## config.mk

```make
export PLATFORM = sky130hd
export DESIGN_NAME = uart_rx_monitor
export DESIGN_NICKNAME = d
export VERILOG_FILES = /design/src/rtl/uart_mon_pkg.sv /design/src/rtl/sync_fifo.sv /design/src/rtl/uart_rx_monitor.sv
export SDC_FILE = /design/constraint.sdc
export NUM_CORES = 1
export LEC_CHECK = 0
export ABC_AREA = 1
export BUFFER_PORTS_ARGS = -buffer_cell sky130_fd_sc_hd__buf_2
export CORE_MARGIN = 4
export CORE_UTILIZATION = 30
export DETAILED_ROUTE_END_ITERATION = 7
export GPL_TIMING_DRIVEN = 1
export PLACE_DENSITY = 0.4
export SLEW_MARGIN = 0
export SYNTH_ARGS = -nofsm -noshare
export SYNTH_HDL_FRONTEND = slang
export SYNTH_SLANG_ARGS = --single-unit
```

## constraint.sdc

```tcl
create_clock -name clk -period 3.6 [get_ports clk]
set_clock_uncertainty 0.1 [all_clocks]
set_input_delay 0.36 -clock clk [delete_from_list [all_inputs] [get_ports clk]]
set_output_delay 0.36 -clock clk [all_outputs]
set_load 0.01 [all_outputs]
```

## src/rtl/uart_mon_pkg.sv

```systemverilog
// Shared types and helpers for the serial console receive monitor.
package uart_mon_pkg;

    typedef enum logic [2:0] {IDLE, START, DATA, STOP, BREAK} rx_state_t;

    // Clocks per bit, rounded to nearest.
    function automatic int uart_div(input int clk_hz, input int baud);
        return (clk_hz + baud / 2) / baud;
    endfunction

endpackage

```

## src/rtl/sync_fifo.sv

```systemverilog
// Single-clock first-word-fall-through FIFO; occupancy counter resolves full/empty.
module sync_fifo #(
    parameter int WIDTH = 8,
    parameter int DEPTH = 16
) (
    input  logic                       clk,
    input  logic                       rst,
    input  logic                       push,
    input  logic [WIDTH-1:0]           push_data,
    input  logic                       pop,
    output logic [WIDTH-1:0]           pop_data,
    output logic                       full,
    output logic                       empty,
    output logic [$clog2(DEPTH):0]     count
);
    localparam int AW = $clog2(DEPTH);

    logic [WIDTH-1:0] mem [DEPTH];
    logic [AW-1:0]    wr_ptr, rd_ptr;
    logic             do_push, do_pop;

    assign empty   = (count == '0);
    assign full    = (count == (AW+1)'(DEPTH));
    assign do_pop  = pop & ~empty;
    // A pop frees the slot, so a push into a full FIFO still lands.
    assign do_push = push & (~full | do_pop);
    assign pop_data = empty ? '0 : mem[rd_ptr];

    always_ff @(posedge clk) begin
        if (do_push) mem[wr_ptr] <= push_data;
    end

    always_ff @(posedge clk) begin
        if (rst) begin
            wr_ptr <= '0;
            rd_ptr <= '0;
            count  <= '0;
        end else begin
            if (do_push) wr_ptr <= wr_ptr + 1'b1;
            if (do_pop)  rd_ptr <= rd_ptr + 1'b1;
            if (do_push && !do_pop)      count <= count + 1'b1;
            else if (!do_push && do_pop) count <= count - 1'b1;
        end
    end

endmodule

```

## src/rtl/uart_rx_monitor.sv

```systemverilog
// 8N1 receive monitor: synchroniser, bit-timing FSM, byte FIFO and sticky error flags.
module uart_rx_monitor
    import uart_mon_pkg::*;
#(
    parameter int CLK_FREQ_HZ = 12_500_000,
    parameter int BAUD        = 115200,
    parameter int FIFO_DEPTH  = 16
) (
    input  logic                          clk,
    input  logic                          rst,
    input  logic                          i_rx,
    output logic [7:0]                    o_data,
    output logic                          o_valid,
    input  logic                          i_ready,
    output logic                          o_frame_err,
    output logic                          o_overflow,
    input  logic                          i_clr_err,
    output logic                          o_busy,
    output logic [$clog2(FIFO_DEPTH):0]   o_count
);
    localparam int DIV  = uart_div(CLK_FREQ_HZ, BAUD);
    localparam int HALF = DIV / 2;
    localparam int CW   = $clog2(DIV);
    localparam logic [CW-1:0] HALF_M1 = CW'(HALF - 1);
    localparam logic [CW-1:0] DIV_M1  = CW'(DIV - 1);

    logic [1:0]    sync;
    logic          rx_s;
    rx_state_t     state;
    logic [CW-1:0] cnt;
    logic [2:0]    bit_idx;
    logic [7:0]    shreg;
    logic          tick, push, full, empty, pop, stop_bad;

    assign rx_s     = sync[1];
    assign tick     = (cnt == '0);
    assign push     = (state == STOP) && tick && rx_s;
    assign stop_bad = (state == STOP) && tick && !rx_s;
    assign o_valid  = ~empty;
    assign pop      = o_valid & i_ready;
    assign o_busy   = (state != IDLE);

    always_ff @(posedge clk) begin
        if (rst) sync <= 2'b11;
        else     sync <= {sync[0], i_rx};
    end

    always_ff @(posedge clk) begin
        if (rst) begin
            state   <= IDLE;
            cnt     <= '0;
            bit_idx <= '0;
            shreg   <= '0;
        end else begin
            case (state)
                IDLE: if (!rx_s) begin
                    cnt   <= HALF_M1;
                    state <= START;
                end
                START: if (tick) begin
                    if (rx_s) state <= IDLE;
                    else begin
                        cnt     <= DIV_M1;
                        bit_idx <= '0;
                        state   <= DATA;
                    end
                end else cnt <= cnt - 1'b1;
                DATA: if (tick) begin
                    shreg   <= {rx_s, shreg[7:1]};
                    cnt     <= DIV_M1;
                    bit_idx <= bit_idx + 1'b1;
                    if (bit_idx == 3'd7) state <= STOP;
                end else cnt <= cnt - 1'b1;
                STOP: if (tick) state <= rx_s ? IDLE : BREAK;
                      else      cnt   <= cnt - 1'b1;
                // Hold off until the line idles so a long break is not read as frames.
                BREAK: if (rx_s) state <= IDLE;
                default: state <= IDLE;
            endcase
        end
    end

    always_ff @(posedge clk) begin
        if (rst) begin
            o_frame_err <= 1'b0;
            o_overflow  <= 1'b0;
        end else begin
            if (stop_bad)       o_frame_err <= 1'b1;
            else if (i_clr_err) o_frame_err <= 1'b0;
            if (push && full && !pop) o_overflow <= 1'b1;
            else if (i_clr_err)       o_overflow <= 1'b0;
        end
    end

    sync_fifo #(.WIDTH(8), .DEPTH(FIFO_DEPTH)) u_fifo (
        .clk       (clk),
        .rst       (rst),
        .push      (push),
        .push_data (shreg),
        .pop       (pop),
        .pop_data  (o_data),
        .full      (full),
        .empty     (empty),
        .count     (o_count)
    );

endmodule

```

== Word-level counts from Yosys, hierarchy flattened ==
Memories as Yosys holds them, arrays and structs flattened. A register that Yosys moved wholly into a read port is not among the register bits.
Cells that the tools add are included.

* Add/subtract/negate cells: 6
* Equal/unequal tests: 15
* Muxes and demuxes: 29
* Bitwise logic cells: 6
* Reductions and logical operators: 24

{| class="wikitable"
|+ Operators by type and width
! kind !! count
|-
| 2-to-1 mux 7 bit || 5
|-
| 2-to-1 mux 3 bit || 10
|-
| one-hot mux 7 bit (4 select lines) || 1
|-
| inequality test 2 bit, second input constant || 8
|-
| one-hot mux 3 bit (5 select lines) || 1
|-
| 2-to-1 mux 5 bit || 2
|-
| adder 4 x 1 -> 4 bit, second input constant || 2
|-
| 2-to-1 mux 4 bit || 2
|-
| 2-to-1 mux 8 bit || 1
|-
| AND reduction 4 bit || 2
|-
| nonzero test 2 bit || 4
|-
| logical AND 1 bit || 7
|-
| zero test 7 bit || 1
|-
| subtractor 7 x 1 -> 7 bit, second input constant || 1
|-
| equality test 3 x 2 -> 1 bit, second input constant || 2
|-
| equality test 3 bit, second input constant || 2
|-
| one-hot mux 3 bit (2 select lines) || 1
|-
| AND reduction 6 bit || 1
|-
| adder 5 x 1 -> 5 bit, second input constant || 1
|-
| equality test 5 bit, second input constant || 1
|-
| zero test 5 bit || 1
|-
| 2-to-1 mux 1 bit || 5
|-
| subtractor 5 x 1 -> 5 bit, second input constant || 1
|-
| zero test 1 bit || 4
|-
| other kinds (11) || 14
|}

* Bits in registers: 38
* Bits in writable memories: 128
* Word-level logic and storage cells: 91
* Memories kept: 1

{| class="wikitable"
|+ Memories
! name !! depth !! width !! read ports !! clocked after Yosys merged registers in !! write ports !! line !! RTL
|-
| u_fifo.mem || 16 || 8 || 1 || 1 || 1 || sync_fifo.sv:18 || <nowiki>logic [WIDTH-1:0] mem [DEPTH];</nowiki>
|}

== Depth between registers and ports, before layout ==
Gate-level depths: netlist of the first run.

* Depth in word-level cells: 10
* Depth in mapped cells: 16

== Cells and area by module ==
From an unflattened synthesis of the first run, not the netlist that was laid out.

* Cells, all modules: 727
* Area total of the unflattened synthesis: 7513.5 um^2

{| class="wikitable"
|+ By module, submodules not included
! module !! times used !! cells an instance !! area an instance (um^2) !! sequential area each (um^2)
|-
| sync_fifo || 1 || 551 || 6128.4 || 4184.0
|-
| uart_rx_monitor || 1 || 176 || 1385.1 || 500.5
|}

== Least setup slack after synthesis of the first run ==
Ideal clock, no wire load.

* Kind: flip-flop to flip-flop
* From: reg cnt[0]
* To: reg u_fifo.count[4]
* Arrival time: 2.163 ns
* Path slack: 1.224 ns
* Stages on the path, launching flop included: 16
* Buffers on the path: 0
* Cell sequence: dfxtp_1 -> inv_1 -> ha_1 -> nand2_1 -> nor2_8 -> nand3_4 -> nor2_4 -> ha_1 -> inv_1 -> fa_1 -> nand3_1 -> nand2_1 -> a21oi_1 -> o21ai_0 -> nor2_1 -> nor2_1

* Cells in the longest elaborated chain, start to end: 7

{| class="wikitable"
|+ RTL lines
! what !! line !! RTL
|-
| start: declaration || uart_rx_monitor.sv:30 || <nowiki>logic [CW-1:0] cnt;</nowiki>
|-
| start signal: assignment || uart_rx_monitor.sv:67 || <nowiki>end else cnt <= cnt - 1'b1;</nowiki>
|-
| start signal: assignment || uart_rx_monitor.sv:73 || <nowiki>end else cnt <= cnt - 1'b1;</nowiki>
|-
| start signal: assignment || uart_rx_monitor.sv:75 || <nowiki>else cnt <= cnt - 1'b1;</nowiki>
|-
| zero test 7 bit (*) || uart_rx_monitor.sv:36 || <nowiki>assign tick = (cnt == '0);</nowiki>
|-
| logical AND 1 bit (*) (2 in a row) || uart_rx_monitor.sv:37 || <nowiki>assign push = (state == STOP) && tick && rx_s;</nowiki>
|-
| bitwise AND 1 bit (*) || sync_fifo.sv:26 || <nowiki>assign do_push = push & (~full | do_pop);</nowiki>
|-
| via u_fifo.do_push || sync_fifo.sv:20 || <nowiki>logic do_push, do_pop;</nowiki>
|-
| zero test 1 bit || sync_fifo.sv:42 || <nowiki>else if (!do_push && do_pop) count <= count - 1'b1;</nowiki>
|-
| logical AND 1 bit || sync_fifo.sv:42 ||
|-
| nonzero test 2 bit (no line) || - ||
|-
| end signal: assignment || sync_fifo.sv:41 || <nowiki>if (do_push && !do_pop) count <= count + 1'b1;</nowiki>
|-
| end signal: assignment || sync_fifo.sv:42 ||
|-
| end: declaration || sync_fifo.sv:14 || <nowiki>output logic [$clog2(DEPTH):0] count</nowiki>
|}

Mark *: on every way through the listed nets, which the timed path passes. The rest lies on a longest branch.
A chain may end at the register's enable or synchronous reset.

==> flow_summary_export.csv, run 1 <==
group,metric,value,unit
run_status,status,"completed",
timing,finalSetupViolations,0,
power,p_leak,3.14,nW
job,maxCapViolations,0,
yosys,postSynthCellCount,702,
critical_path,start_kind,"flop",
route,vias_per_cell,4.65,
power,p_comb_frac,0.268,
yosys,syn_area,7280,µm²
yosys,synth_mux_area_frac,0,
critical_path,r2r_start,"cnt[0]$_SDFFE_PP0P_",
critical_path,slowest_delay,0.56,ns
floorplan,fp.coreArea,23700,µm²
clock_tree,cts.path.max_buffers,2,
global_route,antenna_found_initial,0,
floorplan,io_pins,22,
critical_path,path_delay_family,"buffers and inverters",
critical_path,slowest_stage,"buf_4",
clock_tree,cts.sinks,170,
yosys,seq_area_frac_synth,0.644,
critical_path,critPathKind,"flop to output port",
yosys,netlist.area_leader.share,0.528,
placed_design,io_buffers,21,
timing,whs,0.0233,ns
critical_path,crit_fanout,64,
worst_hold_path,holdCritStartpoint,"i_rx",
power,intPower,3.54,mW
placed_design,dp_hpwl,11600,µm
route,wl_per_cell,17.0,µm
power,total_power,5.39,mW
timing,slew_headroom,0.423,
global_route,grt_max_degree,65,
route,postRouteWirelength,17900,µm
placed_design,dpl-instance-area,7700,µm²
yosys,synth_compound_gate_area_share,0.0906,
yosys,yosys_warnings,0,
critical_path,path_cells,"buf_4, nand2_1, nand3_1, nand2_1, a21oi_1, o31ai_1, a21oi_1, buf_2",
finish,fill_cells,2465,
finish,syn_to_final_growth,13.4,%
global_route,grt_pass1_vias,4809,
finish,antenna_cells,0,
clock_tree,holdBufCountCts,0,
finish,layout.nets,738,
global_route,grt-ovfl-total,0,
yosys,syn_nets,721,
power,power.net_switching,1.85,mW
route,drc,0,
yosys,synth_edf_count,128,
clock_tree,clk_latency,0.43,ns
floorplan,num_rows,56,
yosys,synth.most_common_cell,"nand2_1",
yosys,synth_top_family_by_area,"simple AND/OR/NAND/NOR gates",
clock_tree,cts_buffers,17,
finish,multi_input_area,2320,µm²
critical_path,crit_arrival,2.41,ns
clock_tree,cts.htree.levels,4,
global_route,grt.total_usage,0.140,
yosys,synthAdderAreaFrac,0.0251,
route,via_count,4890,
finish,seq_area,4690,µm²
critical_path,required,3.14,ns
yosys,ys_types,30,
yosys,yosys.area_share.xor_xnor,0.00963,
power,seqPwrFrac,0.414,
yosys,synth.avg_cell_area,10.4,µm²
critical_path,crit_path_end_kind,"output port",
timing,fmax,0.348,GHz
finish,drive_gt1_frac,0.115,
yosys,synth_top_flop_cell,"edfxtp_1",
timing,post-route-period-util,0.798,
route,drtPass1Iterations,5,
route,drt_iter0_drc,271,
yosys,synth_area_leaders,"edfxtp_1, dfxtp_1, nand2_1, nor2_1, a21oi_1",
clock_tree,post_cts_buffers,0,
timing,final_max_slew_viol_count,0,
timing,worstMarginPinSlew,0.864,ns
critical_path,crit_buf_inv,2,
finish,finalInstanceArea,8250,µm²
route,ant_nets,0,
yosys,synth-simple-area-share,0.193,
power,swShare,0.343,
placed_design,place.gp.congestion,0.782,
clock_tree,root_buffer,"clkbuf_16",
clock_tree,cts-resized-gates,0,
yosys,yosys-top-cells-count,"nand2_1, edfxtp_1, nor2_1",
floorplan,die_h,164,µm
timing,rsz0062_at_grt,"false",
clock_tree,clkTransAtPathRegs,0.06,ns
timing,hold_violations,0,
floorplan,die_w,164,µm
floorplan,start_util,0.307,
floorplan,dieArea,26800,µm²
worst_hold_path,hp-class,"primary input to flop",
power,clkPwrFrac,0.318,
clock_tree,cts_tree,"built",
timing,fin_setup_tns,0,ns
yosys,synth_top_area_cell,"edfxtp_1",
timing,fin_crit,2.87,ns
power,ir_worst_vdd,0.301,mV
yosys,ys_ff_latch,170,
yosys,async_flop_share,0,
global_route,grt_pass1_wl,28200,µm
power,powerDensity,653,nW/µm²
## path summary, 6_finish.rpt
check | end | slack [ns] | cells after the start
hold / removal | sync[0]$_SDFF_PP1_ | 0.02 | 2
hold reg to reg | sync[1]$_SDFF_PP1_ | 0.30 | 1
setup / recovery | o_data[7] | 0.73 | 8
setup reg to reg | u_fifo.count[4]$_SDFFE_PP0P_ | 0.94 | 16
## placed cells by master (no fill, tap or decap), types with 3 or more instances in the layout
cell type	count
edfxtp_1	128
o21ai_0	40
clkinv_4	3
a21oi_1	65
nand3_1	49
buf_2	21
o31ai_1	16
nor2_4	6
nand2_1	163
nand3_2	3
inv_6	4
xor2_1	7
ha_1	13
buf_4	4
clkbuf_16	17
clkbuf_8	3
inv_2	6
nor2_1	88
dfxtp_1	41
inv_1	31
## registers in the layout, summed over array words and instances, names as in the netlist, named ones only
| signal | flops |
|---|---|
| sync | 2 |
| o_frame_err | 1 |
| state | 3 |
| shreg | 8 |
| u_fifo.wr_ptr | 4 |
| bit_idx | 3 |
| u_fifo.count | 5 |
| u_fifo.mem | 128 |
| o_overflow | 1 |
| u_fifo.rd_ptr | 4 |
| cnt | 7 |
## stage by stage
stage,instances,worst slack (ns),util
final,1051,0.727,0.348
after global routing,1051,0.507,0.348
after CTS,1051,0.657,0.348
after detailed placement,1019,0.948,0.325
after global placement,1019,0.984,0.325
after floorplan,702,1.22,-
## layout make-up
cell class | count | area share
Clock inverter | 11 | 0.0103
Sequential cell | 170 | 0.568
Clock buffer | 21 | 0.0570
Timing Repair Buffer | 26 | 0.0188
Multi-Input combinational cell | 467 | 0.281
Inverter | 37 | 0.0168
Tap cell | 319 | 0.0484
## logic make-up (layout without fill, tap and decap cells)
family                   after synthesis  after routing
AO/OA/AOI/OAI                        123            123
AND/OR/NAND/NOR                      322            322
adder cells (fa/ha/maj)               14             14
flip-flops                           170            170
buffers and inverters                 65             95
XOR/XNOR                               8              8
## power by group through the flow
stage          logic [mW]  clock network (mW)  registers, mW
2_1_floorplan       0.992                   0           2.26
3_3_place_gp         1.47                   0           2.27
3_5_place_dp         1.47                   0           2.27
4_1_cts              1.48                1.78           2.23
5_1_grt              1.63                1.88           2.24
6_report             1.45                1.71           2.23
## layer usage
layer,global-route usage,wire (µm)
met4,0.0385,222
met5,0,0
met3,0.0324,569
met2,0.230,8680
met1,0.187,8430
Power figures use the tool's default switching activity.
==> inputs of run 2 (changes only) <==
--- a/config.mk
+++ b/config.mk
@@ -11,7 +11,7 @@
 export CORE_UTILIZATION = 30
 export DETAILED_ROUTE_END_ITERATION = 7
 export GPL_TIMING_DRIVEN = 1
-export PLACE_DENSITY = 0.4
+export PLACE_DENSITY = 0.42
 export SLEW_MARGIN = 0
 export SYNTH_ARGS = -nofsm -noshare
 export SYNTH_HDL_FRONTEND = slang
==> constraint.sdc (replaced) <==
create_clock -name clk -period 2.6 [get_ports clk]
set_clock_uncertainty 0.1 [all_clocks]
set_input_delay 0.26 -clock clk [delete_from_list [all_inputs] [get_ports clk]]
set_output_delay 0.26 -clock clk [all_outputs]
set_load 0.01 [all_outputs]
==> flow_summary_export.csv, run 2 (same netlist as run 1, synthesis figures left out) <==
group,metric,value,unit
placed_design,place_inst,1039,
placed_design,place.gp.congestion,0.808,
finish,mostFrequentLayoutCell,"nand2_1",
finish,finalInstanceArea,8540,µm²
global_route,grt_max_degree,49,
global_route,grt_pass1_vias,4975,
route,via_count,4995,
route,drc,0,
finish,final_cell_mix,"nand2_1, edfxtp_1, nor2_1",
route,ant_nets,0,
global_route,antenna_found_initial,0,
placed_design,dpl-instance-area,7860,µm²
placed_design,preCtsSetupSlack,0.0264,ns
timing,post-route-period-util,0.973,
critical_path,required,2.24,ns
route,wl_per_cell,17.1,µm
critical_path,slowest_stage,"dfxtp_4",
floorplan,start_util,0.307,
power,ir_worst_vdd,0.525,mV
route,drtPass1Iterations,6,
timing,final_max_slew_viol_count,0,
critical_path,slowest_delay,0.41,ns
clock_tree,clkTransAtPathRegs,0.07,ns
clock_tree,cts.path.max_buffers,2,
floorplan,io_pins,22,
critical_path,critPathKind,"flop to output port",
timing,hold_violations,0,
finish,syn_to_final_growth,17.3,%
placed_design,dp_hpwl,11800,µm
power,p_leak,3.27,nW
timing,finalSetupViolations,0,
finish,fill_cells,2440,
global_route,grt-ovfl-total,0,
clock_tree,cts_tree,"built",
clock_tree,clk_latency,0.43,ns
job,maxCapViolations,0,
clock_tree,root_buffer,"clkbuf_16",
placed_design,io_buffers,21,
critical_path,crit_arrival,2.17,ns
timing,whs,0.107,ns
finish,instances_no_fill,1076,
timing,slew_headroom,0.409,
finish,largest_register_ffs,128,
critical_path,crit_path_end_kind,"output port",
power,powerDensity,894,nW/µm²
timing,setup_ws,0.0703,ns
timing,fmax,0.395,GHz
floorplan,dieArea,26800,µm²
floorplan,num_rows,56,
critical_path,path_depth,9,
run_status,status,"completed",
route,drt_iter0_drc,308,
route,postRouteWirelength,18400,µm
finish,reg_top3,"u_fifo.mem x128, shreg x8, cnt x7",
global_route,grt_pass1_wl,28800,µm
timing,worstMarginPinSlew,0.886,ns
clock_tree,cts.htree.levels,4,
floorplan,die_w,164,µm
clock_tree,cts.sinks,170,
critical_path,path_delay_family,"compound AO/OA/AOI/OAI gates",
critical_path,path_cells,"inv_4, buf_8, nand2_1, nand3_1, nand2_1, a21oi_1, o31ai_1, a21oi_1, buf_2",
finish,drive_gt1_frac,0.152,
finish,top_register,"u_fifo.mem",
critical_path,crit_buf_inv,3,
worst_hold_path,hold_depth,4,
worst_hold_path,hp-class,"primary input to flop",
power,total_power,7.63,mW
critical_path,start_kind,"flop",
route,vias_per_cell,4.64,
finish,antenna_cells,0,
global_route,grt.total_usage,0.142,
timing,fin_crit,2.53,ns
critical_path,crit_fanout,18,
critical_path,r2r_cells,14,
floorplan,die_h,164,µm
finish,layout.nets,763,
clock_tree,cts_buffers,17,
timing,fin_setup_tns,0,ns
floorplan,fp.coreArea,23700,µm²
finish,post-route-util,0.360,
run 2: cell types whose count changed in the layout (fill, tap and decap cells not counted), moves of 2 or more:
cell,change
a21oi_1,-3
a21oi_2,+3
buf_4,+18
buf_8,+3
clkbuf_8,-3
clkinvlp_4,+3
dlygate4sd3_1,+2
ha_1,-2
inv_1,-2
run 2: repair_timing:
item	in CTS	in global routing
buffers inserted	2	0
hold buffers	2	0
resized for setup	3	15
hold endpoints to repair	3	0
pin swaps	1	3
gates cloned	0	1
setup endpoints to repair	8	10
run 2: worst paths after layout:
kind,from,endpoint,slack (ns)
worst max-delay path,flop,o_data[1],0.07
worst min-delay path,i_ready,flop,0.11
worst max register to register,cnt[0]$_SDFFE_PP0P_,u_fifo.count[3]$_SDFFE_PP0P_,0.16
worst min register to register,sync[0]$_SDFF_PP1_,sync[1]$_SDFF_PP1_,0.30
run 2: report_power, final:
group / switching (mW) / total [mW] / internal, mW
combinational: 1.38 / 2.12 / 0.740
clock: 1.06 / 2.38 / 1.32
sequential: 0.149 / 3.13 / 2.98
total: 2.59 / 7.63 / 5.04
run 2: layout make-up:
class,count,area [µm²],share of cell area
Clock buffer,19,433,0.0507
Clock inverter,13,120,0.0141
Inverter,37,145,0.0170
Multi-Input combinational cell,467,2350,0.275
Sequential cell,170,4690,0.549
Tap cell,319,399,0.0468
Timing Repair Buffer,51,400,0.0469
run 2: layer usage:
layer / vias up / wire [µm] / GRT usage
met1: 2394 / 8380 / 0.188
met5: - / 0 / 0
li1: 2489 / - / -
met4: 0 / 338 / 0.0461
met3: 23 / 695 / 0.0271
met2: 89 / 9020 / 0.237
run 2: worst min-delay path, delay by kind of cell:
| family | cells | cell delay (ns) |
|---|---|---|
| buffers and inverters | 1 | 0.10 |
| AOI/OAI and AO/OA | 1 | 0.07 |
| and+or+nand+nor | 2 | 0.14 |
==> inputs of run 3 (changes only) <==
--- a/config.mk
+++ b/config.mk
@@ -11,7 +11,6 @@
 export CORE_UTILIZATION = 30
 export DETAILED_ROUTE_END_ITERATION = 7
 export GPL_TIMING_DRIVEN = 1
-export PLACE_DENSITY = 0.42
 export SLEW_MARGIN = 0
 export SYNTH_ARGS = -nofsm -noshare
 export SYNTH_HDL_FRONTEND = slang
==> flow_summary_export.csv, run 3 (same netlist as run 1, synthesis figures left out) <==
group,metric,value,unit
clock_tree,cts_buffers,17,
timing,finalSetupViolations,0,
floorplan,die_w,164,µm
floorplan,start_util,0.307,
worst_hold_path,hold_depth,4,
timing,setup_ws,0.143,ns
route,drtPass1Iterations,5,
critical_path,required,2.24,ns
clock_tree,root_buffer,"clkbuf_16",
finish,largest_register_ffs,128,
critical_path,r2r_cells,16,
global_route,met1_usage,0.176,
power,ir_worst_vdd,0.457,mV
finish,antenna_cells,0,
clock_tree,clk_latency,0.43,ns
route,postRouteWirelength,15700,µm
global_route,grt-ovfl-total,0,
critical_path,critPathKind,"flop to output port",
finish,fill_cells,2397,
critical_path,path_delay_family,"compound AO/OA/AOI/OAI gates",
route,vias_per_cell,4.57,
worst_hold_path,hp-class,"primary input to flop",
power,clkPwrFrac,0.332,
placed_design,preCtsSetupSlack,0.0813,ns
timing,slew_headroom,0.483,
finish,layout.nets,762,
global_route,top_usage_layer,"met2",
placed_design,dpl-instance-area,7870,µm²
critical_path,path_cells,"buf_12, nand2_1, nand3_1, nand2_1, a21oi_1, o31ai_1, a21oi_1, buf_2",
finish,syn_to_final_growth,16.8,%
placed_design,place.gp.congestion,0.804,
placed_design,io_buffers,21,
timing,rsz0062_at_grt,"true",
clock_tree,cts_tree,"built",
timing,hold_violations,0,
finish,reg_top3,"u_fifo.mem x128, shreg x8, cnt x7",
power,powerDensity,894,nW/µm²
critical_path,r2r_start,"cnt[0]$_SDFFE_PP0P_",
power,power.net_switching,2.50,mW
clock_tree,cts.sinks,170,
critical_path,start_kind,"flop",
worst_hold_path,min_to,"u_fifo.rd_ptr[3]$_SDFFE_PP0N_",
power,p_comb_frac,0.261,
clock_tree,cts.path.max_buffers,2,
power,swShare,0.329,
route,ant_nets,0,
timing,post-route-period-util,0.945,
timing,worstMarginPinSlew,0.774,ns
finish,top_register,"u_fifo.mem",
floorplan,dieArea,26800,µm²
critical_path,crit_fanout,64,
critical_path,slowest_stage,"dfxtp_2",
critical_path,reg2reg_slack,0.21,ns
timing,fin_crit,2.46,ns
global_route,grt_pass1_wl,25600,µm
global_route,grt_max_degree,65,
finish,finalInstanceArea,8500,µm²
critical_path,slowest_delay,0.38,ns
critical_path,r2r_end,"u_fifo.count[4]$_SDFFE_PP0P_",
timing,whs,0.126,ns
placed_design,place_inst,1039,
clock_tree,clkTransAtPathRegs,0.06,ns
floorplan,die_h,164,µm
route,wl_per_cell,14.6,µm
finish,final_cell_mix,"nand2_1, edfxtp_1, nor2_1",
finish,drive_gt1_frac,0.142,
critical_path,crit_path_end_kind,"output port",
finish,instances_no_fill,1074,
timing,fmax,0.407,GHz
power,total_power,7.60,mW
floorplan,io_pins,22,
global_route,met3_usage,0.0296,
placed_design,dp_hpwl,9910,µm
route,drt_iter0_drc,348,
critical_path,crit_buf_inv,2,
route,drc,0,
finish,mostFrequentLayoutCell,"nand2_1",
global_route,use_met2,0.185,
power,intPower,5.10,mW
global_route,grt.total_usage,0.123,
critical_path,crit_arrival,2.10,ns
run_status,status,"completed",
global_route,antenna_found_initial,0,
worst_hold_path,holdCritStartpoint,"i_ready",
power,p_leak,3.28,nW
clock_tree,cts.htree.levels,4,
power,seqPwrFrac,0.407,
route,via_count,4907,
timing,final_max_slew_viol_count,0,
job,maxCapViolations,0,
global_route,grt_pass1_vias,4714,
critical_path,path_depth,8,
floorplan,fp.coreArea,23700,µm²
floorplan,num_rows,56,
-- run 3: changes by cell type in the layout (fill, tap and decap cells not counted), sizes merged --
cell / delta
clkinvlp: -5
inv: +4
clkbuf: -3
bufinv: +1
clkinv: +1
-- run 3: per-stage QoR --
| stage | utilization | TNS (ns) |
|---|---|---|
| 6_report | 0.359 | 0 |
| 2_1_floorplan | - | 0 |
| 4_1_cts | 0.358 | 0 |
| 3_5_place_dp | 0.332 | 0 |
| 5_1_grt | 0.359 | -0.0413 |
| 3_3_place_gp | 0.332 | 0 |
-- run 3: area by class of cell --
cell class / instances / area (µm²) / share of cell area
clock buffers: 17 / 425 / 0.0501
clock inverters: 14 / 161 / 0.0190
inverters: 37 / 141 / 0.0166
multi-input cells: 467 / 2320 / 0.273
flip-flops and latches: 170 / 4690 / 0.551
well taps: 319 / 399 / 0.0470
repair buffers: 50 / 365 / 0.0430
-- run 3: worst reg2reg max path, stage by stage (launching register included) --
cell and delay, ns:
dfxtp_1 0.32, inv_1 0.09, ha_1 0.19, nand2_2 0.10, nor2_8 0.11, nand3_4 0.08, nor2_4 0.09, ha_1 0.16
inv_2 0.07, fa_1 0.40, nand3_1 0.10, nand2_1 0.07, a21oi_1 0.11, o21ai_0 0.12, nand2_1 0.07, nand2_1 0.04
nor2_1 0.10
-- run 3: repair_timing --
item | 4_1_cts | 5_1_grt
hold buffers | 2 | 0
setup buffers | 0 | 2
gates resized for setup | 0 | 4
endpoints found under the setup margin | 0 | 10
hold endpoints to repair | 3 | 0
-- run 3: per-layer routing --
metal | wire length, µm | share of wire | vias up
li1 | - | - | 2490
met1 | 7920 | 0.51 | 2325
met2 | 6980 | 0.45 | 76
met3 | 595 | 0.038 | 16
met4 | 165 | 0.011 | 0
met5 | 0 | 0 | -
-- run 3: worst max path at each step --
stage | end | slack (ns)
after detailed placement | u_fifo.count[4]$_SDFFE_PP0P_ | 0.08
after global placement | u_fifo.count[4]$_SDFFE_PP0P_ | 0.12
after global routing | o_data[4] | -0.03
final | o_data[2] | 0.14
after floorplan | u_fifo.count[4]$_SDFFE_PP0P_ | 0.22
after CTS | o_data[0] | 0.05
-- run 3: power by group through the flow --
stage | Clock (mW) | Combinational, mW | Sequential (mW)
2_1_floorplan | 0 | 1.35 | 3.13
3_3_place_gp | 0 | 1.93 | 3.14
3_5_place_dp | 0 | 1.95 | 3.15
4_1_cts | 2.58 | 1.97 | 3.09
5_1_grt | 2.71 | 2.24 | 3.10
6_report | 2.53 | 1.98 | 3.09
